<file path="config.mk">
export PLATFORM = sky130hd
export DESIGN_NAME = bus_dev_endpoint_flat
export DESIGN_NICKNAME = d
export VERILOG_FILES = /design/src/rtl/bus_dev_pkg.sv /design/src/rtl/bus_dev_if.sv /design/src/rtl/bus_dev_fifo.sv /design/src/rtl/bus_dev_endpoint.sv /design/src/flat_wrapper.sv
export SDC_FILE = /design/constraint.sdc
export NUM_CORES = 1
export LEC_CHECK = 0
export ABC_CLOCK_PERIOD_IN_PS = 6900
export BUFFER_PORTS_ARGS = -buffer_cell sky130_fd_sc_hd__clkbuf_2
export CAP_MARGIN = 20
export CORE_ASPECT_RATIO = 1.75
export CORE_MARGIN = 10
export CORE_UTILIZATION = 40
export CTS_BUF_LIST = sky130_fd_sc_hd__clkbuf_8 sky130_fd_sc_hd__clkbuf_16
export CTS_CLUSTER_DIAMETER = 150
export DETAILED_ROUTE_END_ITERATION = 7
export PLACE_DENSITY = 0.55
export SLEW_MARGIN = 30
export SYNTH_ARGS = -nofsm -noshare
export SYNTH_HDL_FRONTEND = slang
export SYNTH_SLANG_ARGS = --single-unit
</file>
<file path="constraint.sdc">
create_clock -name clk -period 6.9 [get_ports clk]
set_clock_uncertainty 0.1 [all_clocks]
set_input_delay 0.69 -clock clk [delete_from_list [all_inputs] [get_ports clk]]
set_output_delay 0.69 -clock clk [all_outputs]
set_load 0.02 [all_outputs]
</file>
<file path="src/rtl/bus_dev_pkg.sv">
// bus_dev_pkg: shared ID width, broadcast ID and destination-field extraction
package bus_dev_pkg;
  localparam int ID_W = 8;
  localparam logic [ID_W-1:0] BCAST_ID = 8'hFF;
  localparam int MAX_PKT_W = 64;
  function automatic logic [ID_W-1:0] dest_of(input logic [MAX_PKT_W-1:0] pkt, input int pkt_w);
    return pkt[pkt_w-1 -: ID_W];
  endfunction
endpackage

</file>
<file path="src/rtl/bus_dev_if.sv">
// bus_dev_if: host-side and bus-side signals of one device endpoint
interface bus_dev_if #(parameter int pckg_sz = 16, parameter int depth = 8);
  localparam int CW = $clog2(depth) + 1;
  logic               host_push;
  logic [pckg_sz-1:0] host_din;
  logic               host_full;
  logic               host_pop;
  logic [pckg_sz-1:0] host_dout;
  logic               host_valid;
  logic               pndng;
  logic [pckg_sz-1:0] D_pop;
  logic               pop;
  logic               push;
  logic [pckg_sz-1:0] D_push;
  logic [CW-1:0]      tx_count;
  logic [CW-1:0]      rx_count;
  logic [7:0]         rx_drop_cnt;
  logic [7:0]         rx_misroute_cnt;
  logic               err;
  modport slave (
    input  host_push, host_din, host_pop, pop, push, D_push,
    output host_full, host_dout, host_valid, pndng, D_pop,
           tx_count, rx_count, rx_drop_cnt, rx_misroute_cnt, err
  );
  modport master (
    output host_push, host_din, host_pop, pop, push, D_push,
    input  host_full, host_dout, host_valid, pndng, D_pop,
           tx_count, rx_count, rx_drop_cnt, rx_misroute_cnt, err
  );
endinterface

</file>
<file path="src/rtl/bus_dev_fifo.sv">
// bus_dev_fifo: synchronous FWFT FIFO with wrap-bit pointers and ovf/udf pulses
module bus_dev_fifo #(
  parameter int width = 16,
  parameter int depth = 8
) (
  input  logic                   clk,
  input  logic                   reset,
  input  logic                   push,
  input  logic [width-1:0]       din,
  input  logic                   pop,
  output logic [width-1:0]       dout,
  output logic                   full,
  output logic                   empty,
  output logic [$clog2(depth):0] count,
  output logic                   ovf,
  output logic                   udf
);
  localparam int AW = $clog2(depth);
  logic [width-1:0] r_mem [depth];
  logic [AW:0]      r_wr, r_rd;
  logic             w_wr, w_rd;
  assign full  = (r_wr[AW] != r_rd[AW]) && (r_wr[AW-1:0] == r_rd[AW-1:0]);
  assign empty = r_wr == r_rd;
  assign count = r_wr - r_rd;
  // full/empty are pre-edge state, so a same-cycle pop never makes room for a push
  assign w_wr  = push && !full;
  assign w_rd  = pop && !empty;
  assign ovf   = push && full;
  assign udf   = pop && empty;
  assign dout  = empty ? '0 : r_mem[r_rd[AW-1:0]];
  always_ff @(posedge clk) begin
    if (reset) begin
      r_wr <= '0;
      r_rd <= '0;
    end else begin
      if (w_wr) begin
        r_mem[r_wr[AW-1:0]] <= din;
        r_wr <= r_wr + 1'b1;
      end
      if (w_rd) r_rd <= r_rd + 1'b1;
    end
  end
endmodule

</file>
<file path="src/rtl/bus_dev_endpoint.sv">
// bus_dev_endpoint: device-side TX/RX queues with destination-ID filter for the broadcast bus
module bus_dev_endpoint
  import bus_dev_pkg::*;
#(
  parameter int              pckg_sz = 16,
  parameter int              depth   = 8,
  parameter logic [ID_W-1:0] id      = 8'h00,
  parameter logic [ID_W-1:0] bcast   = BCAST_ID
) (
  input logic      clk,
  input logic      reset,
  bus_dev_if.slave bus
);
  logic [ID_W-1:0] w_dest;
  logic            w_dest_ok, w_hit, w_misroute;
  logic            w_tx_empty, w_tx_ovf, w_tx_udf;
  logic            w_rx_empty, w_rx_ovf, w_rx_udf, w_unused_rx_full;
  logic [7:0]      r_drop, r_misroute;
  logic            r_err;
  assign w_dest     = dest_of(MAX_PKT_W'(bus.D_push), pckg_sz);
  assign w_dest_ok  = (w_dest == id) || (w_dest == bcast);
  assign w_hit      = bus.push && w_dest_ok;
  assign w_misroute = bus.push && !w_dest_ok;
  bus_dev_fifo #(.width(pckg_sz), .depth(depth)) u_tx (
    .clk(clk), .reset(reset),
    .push(bus.host_push), .din(bus.host_din),
    .pop(bus.pop), .dout(bus.D_pop),
    .full(bus.host_full), .empty(w_tx_empty), .count(bus.tx_count),
    .ovf(w_tx_ovf), .udf(w_tx_udf)
  );
  bus_dev_fifo #(.width(pckg_sz), .depth(depth)) u_rx (
    .clk(clk), .reset(reset),
    .push(w_hit), .din(bus.D_push),
    .pop(bus.host_pop), .dout(bus.host_dout),
    .full(w_unused_rx_full), .empty(w_rx_empty), .count(bus.rx_count),
    .ovf(w_rx_ovf), .udf(w_rx_udf)
  );
  assign bus.pndng           = !w_tx_empty;
  assign bus.host_valid      = !w_rx_empty;
  assign bus.rx_drop_cnt     = r_drop;
  assign bus.rx_misroute_cnt = r_misroute;
  assign bus.err             = r_err;
  // RX overflow is flow-control loss, counted but not a protocol error
  always_ff @(posedge clk) begin
    if (reset) begin
      r_drop     <= '0;
      r_misroute <= '0;
      r_err      <= 1'b0;
    end else begin
      if (w_rx_ovf && r_drop != 8'hFF) r_drop <= r_drop + 8'd1;
      if (w_misroute && r_misroute != 8'hFF) r_misroute <= r_misroute + 8'd1;
      r_err <= r_err | w_tx_ovf | w_tx_udf | w_rx_udf;
    end
  end
endmodule

</file>
<file path="src/flat_wrapper.sv">
// flat-port wrapper written by rule: the top's interface ports become plain ports
module bus_dev_endpoint_flat import bus_dev_pkg::*;
#(
  parameter int              pckg_sz = 16,
  parameter int              depth   = 8,
  parameter logic [ID_W-1:0] id      = 8'h00,
  parameter logic [ID_W-1:0] bcast   = BCAST_ID
)
  (clk, reset, bus_host_push, bus_host_din, bus_host_pop, bus_pop, bus_push, bus_D_push, bus_host_full, bus_host_dout, bus_host_valid, bus_pndng, bus_D_pop, bus_tx_count, bus_rx_count, bus_rx_drop_cnt, bus_rx_misroute_cnt, bus_err);
  bus_dev_if #(.pckg_sz(pckg_sz), .depth(depth)) bus_i ();
  input logic clk;
  input logic reset;
  input wire logic [$bits(bus_i.host_push)-1:0] bus_host_push;
  input wire logic [$bits(bus_i.host_din)-1:0] bus_host_din;
  input wire logic [$bits(bus_i.host_pop)-1:0] bus_host_pop;
  input wire logic [$bits(bus_i.pop)-1:0] bus_pop;
  input wire logic [$bits(bus_i.push)-1:0] bus_push;
  input wire logic [$bits(bus_i.D_push)-1:0] bus_D_push;
  output wire logic [$bits(bus_i.host_full)-1:0] bus_host_full;
  output wire logic [$bits(bus_i.host_dout)-1:0] bus_host_dout;
  output wire logic [$bits(bus_i.host_valid)-1:0] bus_host_valid;
  output wire logic [$bits(bus_i.pndng)-1:0] bus_pndng;
  output wire logic [$bits(bus_i.D_pop)-1:0] bus_D_pop;
  output wire logic [$bits(bus_i.tx_count)-1:0] bus_tx_count;
  output wire logic [$bits(bus_i.rx_count)-1:0] bus_rx_count;
  output wire logic [$bits(bus_i.rx_drop_cnt)-1:0] bus_rx_drop_cnt;
  output wire logic [$bits(bus_i.rx_misroute_cnt)-1:0] bus_rx_misroute_cnt;
  output wire logic [$bits(bus_i.err)-1:0] bus_err;
  assign bus_i.host_push = bus_host_push;
  assign bus_i.host_din = bus_host_din;
  assign bus_i.host_pop = bus_host_pop;
  assign bus_i.pop = bus_pop;
  assign bus_i.push = bus_push;
  assign bus_i.D_push = bus_D_push;
  assign bus_host_full = bus_i.host_full;
  assign bus_host_dout = bus_i.host_dout;
  assign bus_host_valid = bus_i.host_valid;
  assign bus_pndng = bus_i.pndng;
  assign bus_D_pop = bus_i.D_pop;
  assign bus_tx_count = bus_i.tx_count;
  assign bus_rx_count = bus_i.rx_count;
  assign bus_rx_drop_cnt = bus_i.rx_drop_cnt;
  assign bus_rx_misroute_cnt = bus_i.rx_misroute_cnt;
  assign bus_err = bus_i.err;
  bus_dev_endpoint #(.pckg_sz(pckg_sz), .depth(depth), .id(id), .bcast(bcast)) u_core (.clk(clk), .reset(reset), .bus(bus_i));
endmodule
</file>
==> flow_metrics.py <==
metrics = {
    "sta": {
        "fin_ws_ps": 3392,
        "maxSlewHeadroom_pct": 37.20,
        "hold_violations": 0,
        "fin_setup_tns_ps": 0,
        "worst_slew_pin_slew_ps": 939.0,
        "period_share_pct": 50.84,
        "fmax_ghz": 0.2850,
        "post-route-min-period_ps": 3508,
        "setup_viol": 0,
        "rsz0062_at_grt": "false",
        "drv_slew": 0,
    },
    "grt": {
        "grt_pass1_wl_mm": 39.68,
        "overflow": 0,
        "grt_pass1_vias": 6844,
        "grt_max_degree": 38,
        "grt_usage_pct": 13.97,
        "antenna_found_initial": 0,
    },
    "pwr": {
        "p_clk_share_pct": 39.5,
        "p_switching_w": 0.0008912,
        "combPwrFrac_pct": 9.8,
        "finalPower_w": 0.003902,
        "powerDensity_nw_per_um2": 283.7,
        "vdd_drop_max_mv": 0.3405,
        "leakage_nw": 4.518,
        "p_int_w": 0.003010,
        "seq_power_share_pct": 50.7,
        "p_sw_share_pct": 22.84,
    },
    "clock_network": {
        "h-tree-depth": 1,
        "holdBufCountCts": 0,
        "clkLatencyLatePin_ps": 530,
        "cts_resized": 0,
        "clockBufferDepth": 3,
        "cts.sinks": 295,
        "cts_tree": "built",
        "cts_root_buf": "clkbuf_16",
        "cts_buffers": 27,
        "clk_pin_slew_ps": 60,
        "post_cts_buffers": 0,
    },
    "floorplan": {
        "start_util_pct": 40.33,
        "die_area_um2": 36960,
        "rows": 83,
        "die_x_um": 149.7,
        "core_um2": 29180,
        "dieHeight_um": 246.9,
        "io_pins": 98,
    },
    "final_layout": {
        "layout-drive-gt1-share_pct": 31.69,
        "final_core_util_pct": 47.13,
        "layout_commonest_cell": "edfxtp_1",
        "diodes": 0,
        "syn_to_final_growth_pct": 16.85,
        "num-nets-final": 821,
        "mostFrequentLayoutCells": "edfxtp_1 (256), clkbuf_2 (97), mux4_2 (64)",
    },
    "setup_path": {
        "reg2reg_slack_ps": 3940,
        "path_cells": "inv_1 -> ha_1 -> and4_1 -> nor2_1 -> clkbuf_2",
        "max_stage_delay_ps": 740,
        "crit_path_start": "u_core.u_tx.r_wr[0]$_SDFFE_PP0P_",
        "cp_slowest_cell": "and4_1",
        "ff2ff_path_depth": 6,
        "crit_cells": 5,
        "cp_num_buf_inv": 2,
        "cp_max_fo": 18,
        "required_ps": 6110,
        "startpoint_type": "flip-flop",
        "path_delay_family": "simple AND/OR/NAND/NOR gates",
        "arrival_ps": 2720,
        "r2r-start": "u_core.u_rx.r_wr[0]$_SDFFE_PP0P_",
        "cp-end-kind": "output pin",
        "critPathKind": "flip-flop to output pin",
    },
    "drt": {
        "routed_wl_mm": 25.63,
        "first_pass_iters": 5,
        "wl_per_cell_um": 21.89,
        "via_count": 6219,
        "drc": 0,
        "drtAntennaViolNets": 0,
        "routed_via_density": 5.311,
        "drt_iter0_markers": 329,
    },
    "placement": {
        "dp_slack_ps": 3553,
        "finalWeightedCongestion": 0.7759,
        "port_buffers": 97,
        "hpwl_mm": 16.91,
    },
    "synth": {
        "ys_ff_latch": 295,
        "syn_area_um2": 11770,
        "ys_types": 46,
        "synth_fp_nets": 705,
        "yosysSeqAreaShare_pct": 71.95,
        "synthCells": 653,
        "yosysWarnings": 0,
        "syn_area_per_cell_um2": 18.02,
    },
    "run": {
        "max_cap_violations": 0,
    },
    "min_path": {
        "hold_path.class": "primary input to flip-flop",
        "worstHoldStart": "bus_D_push[0]",
        "whs_path_depth": 1,
    },
    "outcome": {
        "status": "finished clean",
    },
}
layout make-up:
cell class                 instances  area (µm²)
tap                              382       478.0
timing repair buffer             116       628.1
clock inverter                    22       244.0
inverter                          19       71.32
sequential                       295        8474
clock buffer                      27       675.6
fill                            2506       15430
multi-input combinational        310        3182
per-layer routing:
layer	vias to the layer above	global-route usage [%]	share of wire [%]
li1	2833	-	-
met2	161	26.39	55
met4	0	4.303	2.2
met3	38	3.001	5.5
met1	3187	14.99	37
met5	-	0	0
synthesized netlist by cell type, drive strengths merged:
cell | instances | area (µm²)
o41ai | 1 | 8.760
buf | 12 | 61.30
or3 | 9 | 56.30
xnor2 | 10 | 87.58
and4 | 3 | 26.28
nand4 | 5 | 31.28
a21o | 2 | 15.01
o21bai | 2 | 15.01
nand2b | 2 | 12.51
fa | 2 | 40.04
or3b | 1 | 8.760
edfxtp | 256 | 7687
mux4 | 64 | 1441
or4 | 7 | 60.06
o311a | 2 | 20.02
nor4 | 8 | 50.05
a21oi | 19 | 95.09
nor2 | 57 | 221.5
clkinv | 1 | 3.750
inv | 18 | 67.56
and3 | 2 | 12.51
and2 | 1 | 6.260
xor2 | 5 | 43.79
mux2 | 1 | 11.26
nor3 | 4 | 20.02
nor3b | 1 | 7.510
dfxtp | 39 | 780.8
o211ai | 4 | 30.03
clkbuf | 17 | 63.81
a22oi | 1 | 7.510
o21ai | 10 | 50.05
or2 | 1 | 6.260
o311ai | 1 | 8.760
nand2 | 13 | 48.80
o2111ai | 2 | 23.77
mux2i | 37 | 370.4
nor2b | 1 | 6.260
nand3 | 15 | 75.07
ha | 12 | 150.1
o31ai | 5 | 37.54
logic make-up (layout without fill, tap and decap cells):
logic type / after synthesis / in the layout / share of synthesized area, %
AOI/OAI and AO/OA: 49 / 49 / 2.647
DFF: 295 / 295 / 71.95
and+or+nand+nor: 130 / 130 / 5.517
muxes: 102 / 102 / 15.49
adders and majority gates: 14 / 14 / 1.616
xor gates and xnor gates: 15 / 15 / 1.116
buffers and inverters: 48 / 184 / 1.669
power groups by stage:
stage	registers [W]	clock network, W	logic (W)
after floorplan	0.00200	0	0.000266
after global placement	0.00201	0	0.000385
after detailed placement	0.00202	0	0.000394
after CTS	0.00198	0.00159	0.000395
after global routing	0.00198	0.00166	0.000422
final	0.00198	0.00154	0.000384
final timing paths:
path / end
setup reg to reg: u_core.u_rx.r_mem[7][0]$_DFFE_PP_
hold / removal: u_core.u_rx.r_mem[4][0]$_DFFE_PP_
setup / recovery: bus_D_pop[5]
hold reg to reg: u_core.u_tx.r_wr[3]$_SDFFE_PP0P_
state kept, by name, summed over array words and instances, names as in the netlist, named ones only:
name and count:
u_core.u_tx.r_rd 4, u_core.u_tx.r_mem 128, u_core.bus.rx_drop_cnt 8, u_core.u_rx.r_mem 128, u_core.u_tx.r_wr 4, u_core.u_rx.r_rd 4
u_core.u_rx.r_wr 4, u_core.bus.rx_misroute_cnt 8, u_core.bus.err 1
metrics by stage:
stage	hold WS, ps	instances	area (µm²)
6_report	327.4	1171	13750
5_1_grt	316.8	1171	13750
3_5_place_dp	397.4	1122	12830
4_1_cts	290.8	1171	13750
3_3_place_gp	373.3	1122	12830
2_1_floorplan	370.5	653	11770
Note: power is estimated with default switching activity, not from simulation.
